$ cat config.mk
export PLATFORM = sky130hd
export DESIGN_NAME = multi_seq_param
export DESIGN_NICKNAME = d
export VERILOG_FILES = /design/src/rtl/multi_seq_param.sv
export SDC_FILE = /design/constraint.sdc
export NUM_CORES = 1
export LEC_CHECK = 0
export ABC_AREA = 0
export BUFFER_PORTS_ARGS = -buffer_cell sky130_fd_sc_hd__clkbuf_2
export CAP_MARGIN = 20
export CELL_PAD_IN_SITES_DETAIL_PLACEMENT = 0
export CELL_PAD_IN_SITES_GLOBAL_PLACEMENT = 1
export CORE_AREA = 2 2 215 217
export DETAILED_ROUTE_END_ITERATION = 16
export DIE_AREA = 0 0 217 219
export GPL_TIMING_DRIVEN = 0
export PLACE_DENSITY = 0.62
export SYNTH_ARGS = -nofsm -noshare
export SYNTH_HDL_FRONTEND = slang
export SYNTH_SLANG_ARGS = --single-unit
export TNS_END_PERCENT = 20
$ cat constraint.sdc
create_clock -name clock -period 6.05 [get_ports clock]
set_input_delay 1.815 -clock clock [delete_from_list [all_inputs] [get_ports clock]]
set_output_delay 1.815 -clock clock [all_outputs]
set_load 0.01 [all_outputs]
$ cat src/rtl/multi_seq_param.sv
// Sequential shift-add multiplier with per-operation signed/unsigned mode, busy/valid handshake and abort.
// Optional trailing-zero skipping is enabled by defining MULTI_SEQ_ZSKIP_EN.
module multi_seq_param #(
   parameter int WIDTH = 32
) (
   input  logic               clock,
   input  logic               reset_n,
   input  logic               start,
   input  logic               tc,
   input  logic               abort,
   input  logic [WIDTH-1:0]   mlier,
   input  logic [WIDTH-1:0]   mcand,
   output logic               busy,
   output logic               valid,
   output logic [2*WIDTH-1:0] prodt
);

   localparam int CNT_W = $clog2(WIDTH + 1);
   localparam int PW    = 2 * WIDTH;

   typedef enum logic [1:0] {
      ST_IDLE = 2'd0,
      ST_CALC = 2'd1,
      ST_SIGN = 2'd2
   } state_t;

   // Two's-complement magnitude; the most-negative value maps to 2^(WIDTH-1), which still fits unsigned.
   function automatic logic [WIDTH-1:0] mag_f(input logic [WIDTH-1:0] v, input logic tc_i);
      logic [WIDTH-1:0] m;
      if (tc_i && v[WIDTH-1]) begin
         m = ~v + {{(WIDTH-1){1'b0}}, 1'b1};
      end else begin
         m = v;
      end
      return m;
   endfunction

   function automatic logic [PW-1:0] neg2w_f(input logic [PW-1:0] v);
      return ~v + {{(PW-1){1'b0}}, 1'b1};
   endfunction

`ifdef MULTI_SEQ_ZSKIP_EN
   // Lowest set bit position; only meaningful for a non-zero argument.
   function automatic logic [CNT_W-1:0] tz_f(input logic [WIDTH-1:0] v);
      logic [CNT_W-1:0] t;
      t = {CNT_W{1'b0}};
      for (int i = WIDTH - 1; i >= 0; i--) begin
         if (v[i]) begin
            t = CNT_W'(i);
         end else begin
            t = t;
         end
      end
      return t;
   endfunction

   logic [CNT_W-1:0] tz_s;
   logic [CNT_W:0]   shamt_s;
   logic [WIDTH-1:0] mier_shift_s;
`endif

   state_t           state_r, state_s;
   logic [WIDTH-1:0] mier_r, mier_s;
   logic [PW-1:0]    mcnd_r, mcnd_s;
   logic [PW-1:0]    acc_r, acc_s;
   logic             neg_r, neg_s;
   logic [CNT_W-1:0] cnt_r, cnt_s;
   logic             busy_r, busy_s;
   logic             valid_r, valid_s;
   logic [PW-1:0]    prodt_r, prodt_s;

   // Next-state and datapath update for the IDLE/CALC/SIGN sequencer.
   always_comb begin
      state_s = state_r;
      mier_s  = mier_r;
      mcnd_s  = mcnd_r;
      acc_s   = acc_r;
      neg_s   = neg_r;
      cnt_s   = cnt_r;
      busy_s  = busy_r;
      valid_s = 1'b0;
      prodt_s = prodt_r;
`ifdef MULTI_SEQ_ZSKIP_EN
      tz_s         = tz_f(mier_r);
      shamt_s      = {1'b0, tz_s} + {{CNT_W{1'b0}}, 1'b1};
      mier_shift_s = mier_r >> shamt_s;
`endif
      case (state_r)
         ST_IDLE: begin
            // Abort in the same cycle as start drops the request.
            if (start && !abort) begin
               mier_s  = mag_f(mlier, tc);
               mcnd_s  = {{WIDTH{1'b0}}, mag_f(mcand, tc)};
               neg_s   = tc & (mlier[WIDTH-1] ^ mcand[WIDTH-1]);
               acc_s   = {PW{1'b0}};
               cnt_s   = {CNT_W{1'b0}};
               busy_s  = 1'b1;
               state_s = ST_CALC;
            end else begin
               state_s = ST_IDLE;
            end
         end
         ST_CALC: begin
            if (abort) begin
               busy_s  = 1'b0;
               state_s = ST_IDLE;
            end else begin
`ifdef MULTI_SEQ_ZSKIP_EN
               cnt_s = cnt_r + {{(CNT_W-1){1'b0}}, 1'b1};
               if (mier_r == {WIDTH{1'b0}}) begin
                  state_s = ST_SIGN;
               end else begin
                  acc_s  = acc_r + (mcnd_r << tz_s);
                  mier_s = mier_shift_s;
                  mcnd_s = mcnd_r << shamt_s;
                  if (mier_shift_s == {WIDTH{1'b0}}) begin
                     state_s = ST_SIGN;
                  end else begin
                     state_s = ST_CALC;
                  end
               end
`else
               if (mier_r[0]) begin
                  acc_s = acc_r + mcnd_r;
               end else begin
                  acc_s = acc_r;
               end
               mier_s = mier_r >> 1;
               mcnd_s = mcnd_r << 1;
               cnt_s  = cnt_r + {{(CNT_W-1){1'b0}}, 1'b1};
               if (cnt_r == CNT_W'(WIDTH - 1)) begin
                  state_s = ST_SIGN;
               end else begin
                  state_s = ST_CALC;
               end
`endif
            end
         end
         ST_SIGN: begin
            if (abort) begin
               busy_s  = 1'b0;
               state_s = ST_IDLE;
            end else begin
               // A zero product never takes the negate path, so no -0 pattern appears.
               if (neg_r && (acc_r != {PW{1'b0}})) begin
                  prodt_s = neg2w_f(acc_r);
               end else begin
                  prodt_s = acc_r;
               end
               valid_s = 1'b1;
               busy_s  = 1'b0;
               state_s = ST_IDLE;
            end
         end
         default: begin
            busy_s  = 1'b0;
            state_s = ST_IDLE;
         end
      endcase
   end

   // State and datapath registers with asynchronous clear.
   always_ff @(posedge clock or negedge reset_n) begin
      if (!reset_n) begin
         state_r <= ST_IDLE;
         mier_r  <= {WIDTH{1'b0}};
         mcnd_r  <= {PW{1'b0}};
         acc_r   <= {PW{1'b0}};
         neg_r   <= 1'b0;
         cnt_r   <= {CNT_W{1'b0}};
         busy_r  <= 1'b0;
         valid_r <= 1'b0;
         prodt_r <= {PW{1'b0}};
      end else begin
         state_r <= state_s;
         mier_r  <= mier_s;
         mcnd_r  <= mcnd_s;
         acc_r   <= acc_s;
         neg_r   <= neg_s;
         cnt_r   <= cnt_s;
         busy_r  <= busy_s;
         valid_r <= valid_s;
         prodt_r <= prodt_s;
      end
   end

   assign busy  = busy_r;
   assign valid = valid_r;
   assign prodt = prodt_r;

endmodule
==> After elaboration in Yosys (flattened, before gate mapping) <==
Index checks and enable logic that the tools add are counted.
{ "word_totals": {"register_bits": 235, "output_inout_bits": 66, "word_cells": 65} }
{ "classes": {"addsub": 5, "n_eq_ne": 7, "n_mux": 25, "bitwise_logic": 6, "reduce_logical": 13} }
{ "ops": {"columns": ["operator", "count"], "rows": [
  ["2-to-1 mux 64 bit", 6],
  ["one-hot mux 64 bit (2 select lines)", 2],
  ["2-to-1 mux 32 bit", 4],
  ["adder 32 x 1 -> 32 bit (second input constant)", 2],
  ["adder 64 x 1 -> 64 bit (second input constant)", 1],
  ["adder 64 bit", 1],
  ["NOT 32 bit", 2],
  ["NOT 64 bit", 1],
  ["one-hot mux 32 bit (2 select lines)", 1],
  ["nonzero test 64 bit", 1],
  ["2-to-1 mux 6 bit", 2],
  ["one-hot mux 6 bit (2 select lines)", 1],
  ["inequality test 2 bit (second input constant)", 4],
  ["adder 6 x 1 -> 6 bit (second input constant)", 1],
  ["== test 6 x 5 -> 1 bit (second input constant)", 1],
  ["AND reduction 2 bit", 3],
  ["2-to-1 mux 1 bit", 5],
  ["logical AND 1 bit", 4],
  ["2-to-1 mux 2 bit", 2],
  ["one-hot mux 2 bit (2 select lines)", 1],
  ["AND reduction 4 bit", 1],
  ["AND reduction 3 bit", 1],
  ["== test 2 x 1 -> 1 bit (second input constant)", 1],
  ["== test 2 bit (second input constant)", 1],
  ["7 further kinds", 7]
]} }

==> Longest topological paths before layout <==
{ "logic_depth": {"ltp_word": 5, "depth_mapped": 15, "mapped_depth_nobuf": 12} }

==> Worst setup path after synthesis <==
Ideal clock, no wire load.
{ "synth_path": {"kind": "in2reg", "from": "input mlier[4]", "to": "register mier_r[25]", "t_arrival_ps": 3771, "required_time_ps": 5917, "slack_ps": 2146, "stages": 9, "n_path_buf": 0, "cell_sequence": "nor4_1 -> and4_1 -> nor3b_1 -> nand3b_1 -> o31ai_1 -> xor2_1 -> nor2_1 -> a21oi_1 -> o21ai_0"} }
{ "synth_via": {"elab_chain_len": 5} }
{ "synth_rtl": {"columns": ["item", "line", "text"], "rows": [
  ["from (decl)", "11", "input logic [WIDTH-1:0] mlier,"],
  ["NOT 32 bit", "31", "m = ~v + {{(WIDTH-1){1'b0}}, 1'b1};"],
  ["adder 32 x 1 -> 32 bit", "31", null],
  ["2-to-1 mux 32 bit", "30", "if (tc_i && v[WIDTH-1]) begin"],
  ["2-to-1 mux 32 bit", "91", "if (start && !abort) begin"],
  ["one-hot mux 32 bit (2 select lines)", "88", "case (state_r)"],
  ["to (signal assigned)", "166", "mier_r <= {WIDTH{1'b0}};"],
  ["to (signal assigned)", "176", "mier_r <= mier_s;"],
  ["to (decl)", "63", "logic [WIDTH-1:0] mier_r, mier_s;"]
]} }
No other way between the ends. The select of a mux whose other input is x is not followed.
A chain may end at the register's enable or synchronous reset.

==> Final worst setup path <==
{ "layout_path": {"from": "register acc_r[0]", "to": "register prodt_r[2] (netlist: prodt[2])"} }
{ "layout_via": {"elab_chain_len": 3} }
{ "layout_rtl": {"columns": ["item", "line", "text"], "rows": [
  ["from (decl)", "65", "logic [PW-1:0] acc_r, acc_s;"],
  ["from (signal assigned)", "168", "acc_r <= {PW{1'b0}};"],
  ["from (signal assigned)", "178", "acc_r <= acc_s;"],
  ["NOT 64 bit / nonzero test 64 bit (equally long branches)", "39, 145", null],
  ["adder 64 x 1 -> 64 bit / logical AND 1 bit (equally long branches)", "39, 145", null],
  ["2-to-1 mux 64 bit (*)", "145", "if (neg_r && (acc_r != {PW{1'b0}})) begin"],
  ["to (signal assigned)", "173", "prodt_r <= {PW{1'b0}};"],
  ["to (signal assigned)", "183", "prodt_r <= prodt_s;"],
  ["to (decl)", "70", "logic [PW-1:0] prodt_r, prodt_s;"]
]} }
Every way passes the cells marked *; elsewhere a longest branch is shown, timed or not.

==> summary.md <==
| Metric | Value |
|---|---|
| Status | `finished clean` |
| Post-synth ARST share | `1.00` |
| Post-Synth Adder-Cell Area | `0.0548` |
| Post-synth top flop | `dfrtp_1` |
| Final WL | `54200 um` |
| Clock tree buffer depth | `3` |
| H-tree Lvls | `1` |
| CP max FO | `10` |
| Chip Height | `around 220 um` |
| Vias per inst | `between 5 and 6` |
| Die area | `47500 um^2` |
| Synth Area in Compound Gates | `0.224` |
| R2r setup slk | `around 1.3 ns` |
| Placer Congestion | `approximately 0.90` |
| Worst Tran Pin Value | `roughly 0.98 ns` |
| # hold bufs at CTS | `0` |
| Worst path required time | `6.45 ns` |
| Design Area, Final | `about 18000 um^2` |
| Sequential-to-total area share from yosys stat | `0.375` |
| Synth Area in Simple Gates | `0.212` |
| Critical path capture point | `prodt[2]` |
| Critical path type | `flop to flop` |
| Initial Util | `0.347` |
| Critical Path Sink Type | `flop` |
| Register area | `5880 um^2` |
| Clk_lat worst skew | `0.58 ns` |
| Die X | `217 um` |
| Detailed router's first-iteration violation count | `1138` |
| Cells after Synth | `1933` |
| Final Hold Fails | `0` |
| CTS sink count | `235` |
| First-pass GRT wire length | `85800 um` |
| Final net count | `approximately 2200` |
| PortBufs | `134` |
| Fillers | `about 4600` |
| R2r startpoint | `acc_r[0]` |
| Hold slack final | `around 0.47 ns` |
| Yosys cell types | `75` |
| Worst Path Arrival | `5.15 ns` |
| Tmin final | `4.75 ns` |
| Final ANT Viol Nets | `0` |
| Setup bufs post-CTS | `0` |
| Worst min path class | `flop to flop` |
| Lkg Pwr | `7.99 nW` |
| First-pass DRT Iterations | `5` |
| Final HPWL DP | `41900 um` |
| Power Density | `approximately 340 nW/um^2` |
| Maximum vdd ir drop | `209 uV` |
| Startpoint types | `flop` |
| FF-to-FF End | `prodt[2]` |
| Clk slew on worst S/H paths | `0.06 ns` |
| CTS tree | `done` |
| Vias in the first global route | `14477` |
| Total of max-cap violations | `0` |
| Setup violators final | `0` |
| Hold path depth | `2` |
| Syn-to-layout area delta | `15.4%` |
| Post-synth EDFFs | `0` |
| Proportion of layout cells with a drive suffix above 1 | `0.0976` |
| CTS buffer count | `29` |
| Worst Reg-to-Reg Cells | `14` |
| Footprint of the multi-input gates | `a little over 9000 um^2` |
| Clock skew | `0.0213 ns` |
| Initial antenna violation count | `1` |
| Clk root buf | `clkbuf_16` |
| Vias | `14732` |
| Area post-placement | `17200 um^2` |
| FF+latch count, synth | `235` |
| Mapped Avg Cell Area | `between 8 and 9 um^2` |
| XOR/XNOR share of the synthesized area | `0.0928` |
| Synth Cell Area | `15700 um^2` |
| Total GRT Usage | `0.230` |
| Final Max Tran Viols | `0` |
| Post-synthesis mux area share | `0.00208` |
| CP startpoint | `acc_r[0]` |
| Ports | `about 140` |
| Post-cts sizing count | `0` |
| YS warnings | `0` |
| WL per Instance | `~20 um` |
| Gr ovfl total | `0` |
| Largest net degree at the start of global routing | `111` |
| Part of the cycle the worst path needs | `0.785` |
| Net count after synthesis | `a little over 2000` |
| Num rows | `78` |
| Core Region | `roughly 45000 um^2` |
| Largest family of logic cells by synthesized area | `compound AO/OA/AOI/OAI gates` |
| # DRC | `0` |
| Worst slew margin | `0.345` |
| RSZ-0062 raised after global routing | `false` |
| Pwr Total | `between 0.006 and 0.007 W` |
| Fmax | `0.210 GHz` |
==> worst min path at each step <==
stage | slack [ns] | end | from
after floorplan | 0.44 | mier_r[23] | mier_r[23]
after global placement | 0.46 | mier_r[23] | mier_r[23]
after detailed placement | 0.47 | prodt[32] | prodt[32]
after CTS | 0.48 | prodt[32] | prodt[32]
after global routing | 0.50 | mier_r[29] | mier_r[29]
final | 0.47 | prodt[32] | prodt[32]
==> metal layers <==
layer	part of all wire	track usage
met1	0.49	0.333
met2	0.43	0.352
met3	0.055	0.0391
met4	0.024	0.0628
met5	0	0
==> cell usage after synthesis, types with 11 or more instances <==
cell type | instances | area (um^2)
nand2_1 | 286 | 1070
dfrtp_1 | 235 | 5880
o21ai_0 | 226 | 1130
a21oi_1 | 183 | 916
nor2_1 | 127 | 477
nand3_1 | 120 | 601
clkbuf_1 | 97 | 364
xor2_1 | 91 | 797
xnor2_1 | 75 | 657
ha_1 | 67 | 838
inv_1 | 37 | 139
o31ai_1 | 31 | 233
nor3_1 | 30 | 150
nand4_1 | 29 | 181
o21ai_1 | 25 | 125
a21o_1 | 21 | 158
a31oi_1 | 19 | 119
o21bai_1 | 19 | 143
or3_1 | 19 | 119
nor4_1 | 16 | 100
or4_1 | 13 | 97.6
and2_1 | 11 | 68.8
and3_1 | 11 | 68.8
==> report_power, final <==
group / total, W / switching [W] / internal [W]
combinational: 0.00227 / 0.00143 / 0.000835
sequential: 0.00214 / 0.000333 / 0.00180
clock: 0.00173 / 0.000720 / 0.00102
==> sequential cells by signal, summed over array words and instances, names as in the netlist <==
register  cells
neg_r         1
mcnd_r       64
acc_r        64
mier_r       32
valid         1
cnt_r         6
prodt        64
state_r       2
busy          1
==> layout make-up <==
cell class | instances | share of cell area
multi-input cells | 1548 | 0.508
flip-flops and latches | 235 | 0.325
clock buffers | 46 | 0.0481
well taps | 600 | 0.0415
repair buffers | 137 | 0.0409
plain buffers | 113 | 0.0258
inverters | 37 | 0.00768
clock inverters | 4 | 0.00284
diodes | 1 | 0.000138
==> stage by stage <==
step                      utilization  setup TNS [ns]  setup WS (ns)  cells
after floorplan                     -               0           2.15   1933
final                           0.401               0           1.30   2721
after global routing            0.401               0           1.02   2721
after detailed placement        0.381               0           1.30   2670
after global placement          0.379         -454.68          -1.97   2667
after CTS                       0.401               0           1.26   2720
==> cells in the final DEF (no fill, tap or decap), types with 13 or more instances in the layout <==
cell       Yosys  routed
a21o_1        21      21
a21oi_1      183     183
a31oi_1       19      19
clkbuf_1      97     106
clkbuf_16      0      29
clkbuf_2       0     133
dfrtp_1      235     235
ha_1          67      67
inv_1         37      37
nand2_1      286     286
nand3_1      120     120
nand4_1       29      29
nor2_1       127     127
nor3_1        30      30
nor4_1        16      16
o21ai_0      226     226
o21ai_1       25      25
o21bai_1      19      19
o31ai_1       31      31
or3_1         19      19
or4_1         13      13
xnor2_1       75      75
xor2_1        91      91
==> cell families after synthesis <==
logic type	count (synthesis)
simple gates	712
compound gates	599
flops	235
xor+xnor	166
buf+inv	150
fa+ha+maj	68
mux	3
==> worst max-delay path, cell delays in order, from the launching register on <==
cell and delay, ns:
dfrtp_1 0.42, inv_1 0.25, ha_1 0.29, nor4b_1 0.55, nand4_1 0.36, or3b_1 0.44, clkbuf_1 0.23, nor4_2 0.55
nand2b_4 0.07, buf_6 0.17, o21ai_2 0.48, buf_2 0.43, nor2_1 0.11, xnor2_1 0.14, o21ai_0 0.09
(Power assumes the default switching activity.)
